File: src/rtl/regfile_pkg.sv
// Shared constants and types for the register-file write arbiter.
package regfile_pkg;

  localparam int NUM_REGS = 16;
  localparam int ADDR_W   = 4;
  localparam int DATA_W   = 16;

  // Sequencer states: clear every register, then serve requesters.
  typedef enum logic {
    INIT = 1'b0,
    RUN  = 1'b1
  } state_t;

  // One pending register-file write.
  typedef struct packed {
    logic [ADDR_W-1:0] addr;
    logic [DATA_W-1:0] data;
  } wreq_t;

endpackage

File: src/rtl/regfile_write_arbiter_if.sv
// Requester handshakes plus the register-file write port.
interface regfile_write_arbiter_if;
  import regfile_pkg::*;

  logic              req0_valid;
  logic [ADDR_W-1:0] req0_addr;
  logic [DATA_W-1:0] req0_data;
  logic              req0_ready;

  logic              req1_valid;
  logic [ADDR_W-1:0] req1_addr;
  logic [DATA_W-1:0] req1_data;
  logic              req1_ready;

  logic              rf_wen;
  logic [ADDR_W-1:0] rf_waddr;
  logic [DATA_W-1:0] rf_wdata;
  logic              init_busy;

  // Requester / observer side.
  modport master (
    output req0_valid, req0_addr, req0_data,
    output req1_valid, req1_addr, req1_data,
    input  req0_ready, req1_ready,
    input  rf_wen, rf_waddr, rf_wdata, init_busy
  );

  // Arbiter side.
  modport slave (
    input  req0_valid, req0_addr, req0_data,
    input  req1_valid, req1_addr, req1_data,
    output req0_ready, req1_ready,
    output rf_wen, rf_waddr, rf_wdata, init_busy
  );

endinterface

File: src/rtl/rr_arb2.sv
// Two-way round-robin arbiter. The pointer names the favoured requester
// and flips only when both request at once while enabled.
module rr_arb2 (
  input  logic       clk,
  input  logic       rst,
  input  logic       i_en,
  input  logic [1:0] i_valid,
  output logic [1:0] o_grant
);

  logic r_ptr;

  // Grant the lone requester, or the pointer's choice when contested.
  always_comb begin
    o_grant = 2'b00;
    case (i_valid)
      2'b01:   o_grant = 2'b01;
      2'b10:   o_grant = 2'b10;
      2'b11:   o_grant = r_ptr ? 2'b10 : 2'b01;
      default: o_grant = 2'b00;
    endcase
  end

  // After a contested grant, favour the requester that lost.
  always_ff @(posedge clk or posedge rst) begin
    if (rst) begin
      r_ptr <= 1'b0;
    end else if (i_en && (i_valid == 2'b11)) begin
      r_ptr <= o_grant[0];
    end else begin
      r_ptr <= r_ptr;
    end
  end

endmodule

File: src/rtl/regfile_write_arbiter.sv
// Owns the register-file write port: clears all registers after reset,
// then forwards requester writes through registered outputs.
module regfile_write_arbiter
  import regfile_pkg::*;
#(
  parameter bit ZERO_REG = 1'b1
) (
  input logic                    clk,
  input logic                    rst,
  regfile_write_arbiter_if.slave bus
);

  state_t            r_state;
  logic [ADDR_W-1:0] r_cnt;
  logic              r_wen;
  logic [ADDR_W-1:0] r_waddr;
  logic [DATA_W-1:0] r_wdata;

  logic              w_run;
  logic [1:0]        w_grant;
  logic              w_xfer;
  wreq_t             w_req0;
  wreq_t             w_req1;
  wreq_t             w_sel;

  assign w_run  = (r_state == RUN);
  assign w_req0 = {bus.req0_addr, bus.req0_data};
  assign w_req1 = {bus.req1_addr, bus.req1_data};

  rr_arb2 u_arb (
    .clk     (clk),
    .rst     (rst),
    .i_en    (w_run),
    .i_valid ({bus.req1_valid, bus.req0_valid}),
    .o_grant (w_grant)
  );

  assign bus.req0_ready = w_run & bus.req0_valid & w_grant[0];
  assign bus.req1_ready = w_run & bus.req1_valid & w_grant[1];
  assign w_xfer         = bus.req0_ready | bus.req1_ready;

  // Route the granted requester's address and data to the output registers.
  always_comb begin
    w_sel = w_req0;
    if (w_grant[1]) begin
      w_sel = w_req1;
    end else begin
      w_sel = w_req0;
    end
  end

  // Sequencer: clear sweep in INIT, then register one granted write per cycle.
  always_ff @(posedge clk or posedge rst) begin
    if (rst) begin
      r_state <= INIT;
      r_cnt   <= {ADDR_W{1'b0}};
      r_wen   <= 1'b0;
      r_waddr <= {ADDR_W{1'b0}};
      r_wdata <= {DATA_W{1'b0}};
    end else begin
      case (r_state)
        INIT: begin
          r_wen   <= 1'b1;
          r_waddr <= r_cnt;
          r_wdata <= {DATA_W{1'b0}};
          r_cnt   <= r_cnt + ADDR_W'(1);
          if (r_cnt == ADDR_W'(NUM_REGS - 1)) begin
            r_state <= RUN;
          end else begin
            r_state <= INIT;
          end
        end
        RUN: begin
          if (w_xfer) begin
            // Writes to the hard-wired zero register complete but are dropped.
            r_wen   <= ~(ZERO_REG && (w_sel.addr == {ADDR_W{1'b0}}));
            r_waddr <= w_sel.addr;
            r_wdata <= w_sel.data;
          end else begin
            r_wen   <= 1'b0;
            r_waddr <= r_waddr;
            r_wdata <= r_wdata;
          end
        end
        default: begin
          r_state <= INIT;
          r_cnt   <= {ADDR_W{1'b0}};
          r_wen   <= 1'b0;
          r_waddr <= {ADDR_W{1'b0}};
          r_wdata <= {DATA_W{1'b0}};
        end
      endcase
    end
  end

  assign bus.rf_wen    = r_wen;
  assign bus.rf_waddr  = r_waddr;
  assign bus.rf_wdata  = r_wdata;
  assign bus.init_busy = (r_state == INIT);

endmodule

File: src/flat_wrapper.sv
// flat-port wrapper written by rule: the top's interface ports become plain ports
module regfile_write_arbiter_flat import regfile_pkg::*;
#(
  parameter bit ZERO_REG = 1'b1
)
  (clk, rst, bus_req0_valid, bus_req0_addr, bus_req0_data, bus_req1_valid, bus_req1_addr, bus_req1_data, bus_req0_ready, bus_req1_ready, bus_rf_wen, bus_rf_waddr, bus_rf_wdata, bus_init_busy);
  regfile_write_arbiter_if bus_i ();
  input logic clk;
  input logic rst;
  input wire logic [$bits(bus_i.req0_valid)-1:0] bus_req0_valid;
  input wire logic [$bits(bus_i.req0_addr)-1:0] bus_req0_addr;
  input wire logic [$bits(bus_i.req0_data)-1:0] bus_req0_data;
  input wire logic [$bits(bus_i.req1_valid)-1:0] bus_req1_valid;
  input wire logic [$bits(bus_i.req1_addr)-1:0] bus_req1_addr;
  input wire logic [$bits(bus_i.req1_data)-1:0] bus_req1_data;
  output wire logic [$bits(bus_i.req0_ready)-1:0] bus_req0_ready;
  output wire logic [$bits(bus_i.req1_ready)-1:0] bus_req1_ready;
  output wire logic [$bits(bus_i.rf_wen)-1:0] bus_rf_wen;
  output wire logic [$bits(bus_i.rf_waddr)-1:0] bus_rf_waddr;
  output wire logic [$bits(bus_i.rf_wdata)-1:0] bus_rf_wdata;
  output wire logic [$bits(bus_i.init_busy)-1:0] bus_init_busy;
  assign bus_i.req0_valid = bus_req0_valid;
  assign bus_i.req0_addr = bus_req0_addr;
  assign bus_i.req0_data = bus_req0_data;
  assign bus_i.req1_valid = bus_req1_valid;
  assign bus_i.req1_addr = bus_req1_addr;
  assign bus_i.req1_data = bus_req1_data;
  assign bus_req0_ready = bus_i.req0_ready;
  assign bus_req1_ready = bus_i.req1_ready;
  assign bus_rf_wen = bus_i.rf_wen;
  assign bus_rf_waddr = bus_i.rf_waddr;
  assign bus_rf_wdata = bus_i.rf_wdata;
  assign bus_init_busy = bus_i.init_busy;
  regfile_write_arbiter #(.ZERO_REG(ZERO_REG)) u_core (.clk(clk), .rst(rst), .bus(bus_i));
endmodule
File: config.mk
export PLATFORM = sky130hd
export DESIGN_NAME = regfile_write_arbiter_flat
export DESIGN_NICKNAME = d
export VERILOG_FILES = /design/src/rtl/regfile_pkg.sv /design/src/rtl/regfile_write_arbiter_if.sv /design/src/rtl/rr_arb2.sv /design/src/rtl/regfile_write_arbiter.sv /design/src/flat_wrapper.sv
export SDC_FILE = /design/constraint.sdc
export NUM_CORES = 1
export LEC_CHECK = 0
export BUFFER_PORTS_ARGS = -buffer_cell sky130_fd_sc_hd__buf_2
export CAP_MARGIN = 20
export CORE_MARGIN = 2
export CORE_UTILIZATION = 48
export DETAILED_ROUTE_END_ITERATION = 8
export GPL_TIMING_DRIVEN = 0
export PLACE_DENSITY_LB_ADDON = 0.12
export SYNTH_ARGS = -nofsm -noshare
export SYNTH_HDL_FRONTEND = slang
export SYNTH_SLANG_ARGS = --single-unit
File: constraint.sdc
create_clock -name clk -period 2.5 [get_ports clk]
set_clock_uncertainty 0.05 [all_clocks]
set_input_delay 0.375 -clock clk [delete_from_list [all_inputs] [get_ports clk]]
set_output_delay 0.375 -clock clk [all_outputs]
set_load 0.02 [all_outputs]
* Yosys cells after proc, flatten, opt, wreduce, memory -nomap -nowiden
Index checks and enable logic that the tools add are counted.
** Operators by class
- Shift-type cells :: 0
- Equality and inequality tests :: 5
- Bitwise gates (word level) :: 7
- Muxes and demuxes :: 11
- Divide/modulo/power cells :: 0
- $add $sub $neg :: 1
- Multiply operators :: 0
- $lt $le $gt $ge :: 0
- Reductions and logical operators :: 2
** Operator list (number)
- 16-bit case mux with 2 select lines :: 1
- 20-bit 2-to-1 mux :: 1
- 16-bit 2-to-1 mux :: 1
- 4-bit case mux with 2 select lines :: 1
- 2-bit case mux with 3 select lines :: 1
- 4-bit by 1-bit adder with 4-bit output (second input constant) :: 1
- 1-bit bitwise AND :: 4
- 2-bit == test (second input constant) :: 2
- 4-bit == test (second input constant) :: 1
- 4-bit logical NOT :: 1
- 4-bit 2-to-1 mux :: 1
- 1-bit 2-to-1 mux :: 3
- 2-bit by 1-bit == test with 1-bit output (second input constant) :: 1
- 2-bit 2-to-1 mux :: 1
- 2-bit inequality test (second input constant) :: 1
- 1-bit NOT :: 2
- 1-bit case mux with 2 select lines :: 1
- 1-bit logical AND :: 1
- 1-bit OR :: 1
** Word-level totals
- Memories :: 0
- Memory bits (writable) :: 0
- Output and inout port bits :: 24
- ROM bits :: 0
- Word-level logic and storage cells :: 32
- Flip-flop bits (word level) :: 27
- Bits in latches :: 0
- Bits of input ports :: 44

* Longest topological paths before layout
- Depth after elaboration :: 7
- Mapped depth :: 5
- Gate-level depth less buffers :: 4

* Hierarchy
A second synthesis with hierarchy kept.
** Second synthesis, totals
- Cells, all modules :: 125
- Area total of the unflattened synthesis :: 1416.4 um^2
** Modules (own cells, without submodules)
- regfile_write_arbiter :: seq. area each 650.6 um^2, area an instance 1355.0 um^2, times used 1, cells an instance 118
- rr_arb2 :: seq. area each 25.0 um^2, area an instance 61.3 um^2, times used 1, cells an instance 7

* Worst setup path before layout
No wires, ideal clock.
- Path type :: flip-flop to output port
- Start point :: register u_core.r_state
- End point :: output bus_req1_ready
- Data required time :: 2075 ps
- Buffers on the path :: 2
- Path slack :: 941 ps
- Arrival time :: 1134 ps
- Stages on the path, launching flop included :: 5
- Cell sequence :: dfrtp_1 > buf_2 > buf_2 > nand2_1 > nor2_1
** On the way
- Cells in the longest elaborated chain, start to end :: 2
** RTL lines
- start: declaration :: RTL line regfile_write_arbiter.sv:13 : state_t r_state;
- start signal: assignment :: RTL line regfile_write_arbiter.sv:55 : r_state <= INIT;
- start signal: assignment :: RTL line regfile_write_arbiter.sv:68 : r_state <= RUN;
- start signal: assignment :: RTL line regfile_write_arbiter.sv:70 : r_state <= INIT;
- 1-bit bitwise AND (2 in series) :: RTL line regfile_write_arbiter.sv:39 : assign bus.req1_ready = w_run & bus.req1_valid & w_grant[1];
- end: declaration :: RTL line flat_wrapper.sv:17 : output wire logic [$bits(bus_i.req1_ready)-1:0] bus_req1_ready;
Every way passes these cells.

* Worst setup path after layout
Same ends and word-level chain as after synthesis.

==> run_results.csv <==
group,metric,value,unit
sta,finalHoldViolCount,0,
placed_design,gp_routability_congestion,0.768,
placed_design,port_buffer_cells,66,
die,die_x,56.9,um
sta,setup_total_negative_slack,0,ps
synth,yosysUniqueCellTypes,25,
global_route,globalRouteTotalUtil,0.213,
worst_setup_path,timing_worst_setup_path_type,"register to output port",
detailed_routing,routed_via_density,5.25,
power_and_ir_drop,p_leak,0.936,nW
synth,netlist.area_leader.share,0.503,
worst_setup_path,crit_arrival,1620,ps
sta,slew_headroom,0.696,
synth,mappedNetlistNets,174,
clock_tree,number_of_h_tree_branching_levels,1,
global_route,number_of_antenna_violations_at_the_first_check_in_global_routing,0,
sta,setup-violations-final,0,
worst_setup_path,rr_startpoint,"u_core.u_arb.r_ptr",
worst_setup_path,worst_ep_required_time,2080,ps
detailed_routing,antenna_left,0,
layout,layout.cells.most_common,"sky130_fd_sc_hd__buf_2",
synth,number_of_cells_produced_by_synthesis,129,
power_and_ir_drop,internal_power,0.000709,W
outcome,outcome,"finished, final reports clean",
die,placeableCoreArea,2710,um2
sta,fmaxAchievable,489,MHz
power_and_ir_drop,switch_pwr,0.000367,W
power_and_ir_drop,swShare,0.341,
layout,num-nets-final,247,
sta,unrepaired_setup_endpoints_after_global_routing,"no",
die,die_area,3240,um2
synth,synth_top_family_by_area,"multiplexers",
hold_path,hold_wc_path_type,"input port to register",
detailed_routing,detail_route.wirelength,3280,um
detailed_routing,route.detailed.drc,0,
synth,synth_compound_gate_area_share,0.123,
die,pin_count,68,
clock_tree,cts_tree,"yes",
synth,yosys.area_share.adder,0.00931,
clock_tree,count_of_buffers_added_by_post_cts_timing_repair_for_setup,0,
power_and_ir_drop,power.combinational.fraction,0.326,
power_and_ir_drop,pwr-share-clk,0.176,
sta,timing.final.crit_share,0.818,
detailed_routing,detailroute.via_count,1219,
sta,period_needed,2040,ps
clock_tree,clk-insertion-delay-late,320,ps
die,floorplan.initialDensity,0.496,
synth,synth_mux_area_frac,0.158,
synth,synth_seq_cells,27,
sta,tightestPinTransition,456,ps
die,die-height,56.9,um
detailed_routing,1st_iter_drt_viols,62,
hold_path,hold_path_startpoint,"bus_req1_data[8]",
detailed_routing,drt-pass1-iter-count,4,
power_and_ir_drop,pwr_density_cell,605,nW/um2
synth,syn-mean-instance-area,10.4,um2
clock_tree,ctsResizeCount,0,
flow_run,maxCapViolations,0,
clock_tree,cts_root_buf,"sky130_fd_sc_hd__clkbuf_4",
power_and_ir_drop,peak_supply_drop,0.000409,V
clock_tree,cts.clk_slew.worst_paths,140,ps
layout,syn_to_final_growth,32.3,%
synth,synthesis.area,1340,um2
worst_setup_path,worst-path-max-fanout,10,
synth,synth-simple-area-share,0.128,
placed_design,place.detailed.hpwl,2520,um
power_and_ir_drop,share_seq_of_total_power,0.498,
global_route,global_route_wire_length_before_repair,5380,um
detailed_routing,route.detailed.wl_per_inst,14.1,um
global_route,grt_overflow_total,0,
layout,layout.cells.most_common_list,"sky130_fd_sc_hd__buf_2, sky130_fd_sc_hd__dfrtp_1, sky130_fd_sc_hd__nand3_1",
synth,synth_xor_xnor_area_share,0.0261,
global_route,grt_start_max_net_pins,28,
global_route,via_count_of_the_first_global_routing_pass,1197,
synth,synth_sequential_area_ratio,0.503,
layout,num-fill-cells,218,
clock_tree,tritoncts_buffers,3,
sta,timing.final.max_slew_violations,0,
layout,drive_above_1_share,0.418,
synth,post_synth_main_area_contributors,"sky130_fd_sc_hd__dfrtp_1, sky130_fd_sc_hd__mux2i_1, sky130_fd_sc_hd__nand3_1",
clock_tree,clk_path_buf_depth,2,
synth,yosys_warnings,0,
layout,utilization,0.656,
worst_setup_path,cp-start-kind,"register",
clock_tree,clkSinkCount,27,
worst_setup_path,cp-end-kind,"output port",
worst_setup_path,worst_setup_path_startpoint,"u_core.r_state",
layout,insertedDiodeCount,0,
synth,netlist.top_cell.by_area,"sky130_fd_sc_hd__dfrtp_1",
die,rows,19,
==> power groups by stage <==
stage	combinational, W	clock (W)	sequential (W)
after global routing	0.000381	0.000211	0.000543
final	0.000351	0.000189	0.000536
after floorplan	0.000159	0	0.000608
after global placement	0.000341	0	0.000542
after detailed placement	0.000349	0	0.000544
after CTS	0.000349	0.000198	0.000535
==> worst max-delay path, cell delays in order, from the launching register on <==
cell	delay, ps
sky130_fd_sc_hd__dfrtp_1	440
sky130_fd_sc_hd__buf_2	250
sky130_fd_sc_hd__buf_2	260
sky130_fd_sc_hd__nand2_1	90
sky130_fd_sc_hd__nor2_1	90
sky130_fd_sc_hd__buf_2	160
==> sequential cells by signal, indices dropped and copies added (netlist names) <==
| signal | flops |
|---|---|
| u_core.u_arb.r_ptr | 1 |
| u_core.bus.rf_wdata | 16 |
| u_core.bus.rf_waddr | 4 |
| u_core.r_cnt | 4 |
| u_core.bus.rf_wen | 1 |
| u_core.r_state | 1 |
==> cell usage after synthesis <==
| cell type | n |
|---|---|
| sky130_fd_sc_hd__dfrtp_1 | 27 |
| sky130_fd_sc_hd__nor3_1 | 2 |
| sky130_fd_sc_hd__ha_1 | 1 |
| sky130_fd_sc_hd__a22oi_1 | 1 |
| sky130_fd_sc_hd__o21ai_2 | 1 |
| sky130_fd_sc_hd__a211oi_1 | 1 |
| sky130_fd_sc_hd__inv_1 | 3 |
| sky130_fd_sc_hd__a21oi_1 | 3 |
| sky130_fd_sc_hd__o22ai_1 | 1 |
| sky130_fd_sc_hd__nor2b_1 | 3 |
| sky130_fd_sc_hd__nand3_1 | 21 |
| sky130_fd_sc_hd__nand2_1 | 3 |
| sky130_fd_sc_hd__inv_2 | 1 |
| sky130_fd_sc_hd__buf_2 | 6 |
| sky130_fd_sc_hd__nand3b_1 | 1 |
| sky130_fd_sc_hd__mux2_2 | 2 |
| sky130_fd_sc_hd__buf_6 | 2 |
| sky130_fd_sc_hd__xnor2_1 | 4 |
| sky130_fd_sc_hd__o21ai_0 | 5 |
| sky130_fd_sc_hd__nor2_1 | 5 |
| sky130_fd_sc_hd__o221ai_1 | 1 |
| sky130_fd_sc_hd__clkbuf_1 | 1 |
| sky130_fd_sc_hd__o21ai_4 | 1 |
| sky130_fd_sc_hd__o21ai_1 | 14 |
| sky130_fd_sc_hd__mux2i_1 | 19 |
==> cell families after synthesis <==
| logic type | Yosys count |
|---|---|
| xor gates and xnor gates | 4 |
| buffers and inverters | 13 |
| AOI/OAI and AO/OA | 28 |
| muxes | 21 |
| DFF | 27 |
| adders and majority gates | 1 |
| and+or+nand+nor | 35 |
==> per-stage QoR <==
stage | power [W] | instances | cell area, um2 | hold slack (ps) | setup slack [ps]
after floorplan | 0.000768 | 129 | 1340 | 378 | 941
after CTS | 0.00108 | 230 | 1740 | 239 | 435
after global routing | 0.00114 | 232 | 1780 | 251 | 345
after detailed placement | 0.000893 | 226 | 1710 | 440 | 835
final | 0.00108 | 232 | 1780 | 253 | 456
after global placement | 0.000883 | 226 | 1710 | 426 | 810
==> metal layers <==
layer	part of all wire	GRT usage	up-vias	routed length, um
met2	0.49	0.356	47	1620
met3	0.069	0.0346	2	225
met4	0.0043	0.0698	0	14
met5	0	0	-	0
met1	0.43	0.284	567	1420
li1	-	-	603	-
==> layout make-up <==
type / count / area, um2 / area share
clock buffers: 3 / 22.5 / 0.0127
plain buffers: 9 / 56.3 / 0.0317
multi-input cells: 89 / 597 / 0.336
clock inverters: 1 / 5.00 / 0.00281
well taps: 31 / 38.8 / 0.0218
inverters: 4 / 15.0 / 0.00844
flip-flops and latches: 27 / 676 / 0.380
repair buffers: 68 / 368 / 0.207
==> timing repair <==
item / CTS / global route
endpoints found under the setup margin: 0 / 0
hold endpoints to repair: 0 / 2
hold buffers: 0 / 1
==> final timing paths <==
kind / to / slack, ps / cells after the start
setup / recovery: bus_req1_ready / 460 / 5
hold / removal: u_core.bus.rf_wdata[8] / 250 / 3
setup reg to reg: u_core.bus.rf_waddr[1] / 1070 / 4
hold reg to reg: u_core.r_cnt[0] / 460 / 1
max in group asynchronous: u_core.bus.rf_waddr[1] / 1610 / 4
min in group asynchronous: u_core.bus.rf_wdata[5] / 410 / 3
No activity file was read; power rests on OpenSTA's default activity.
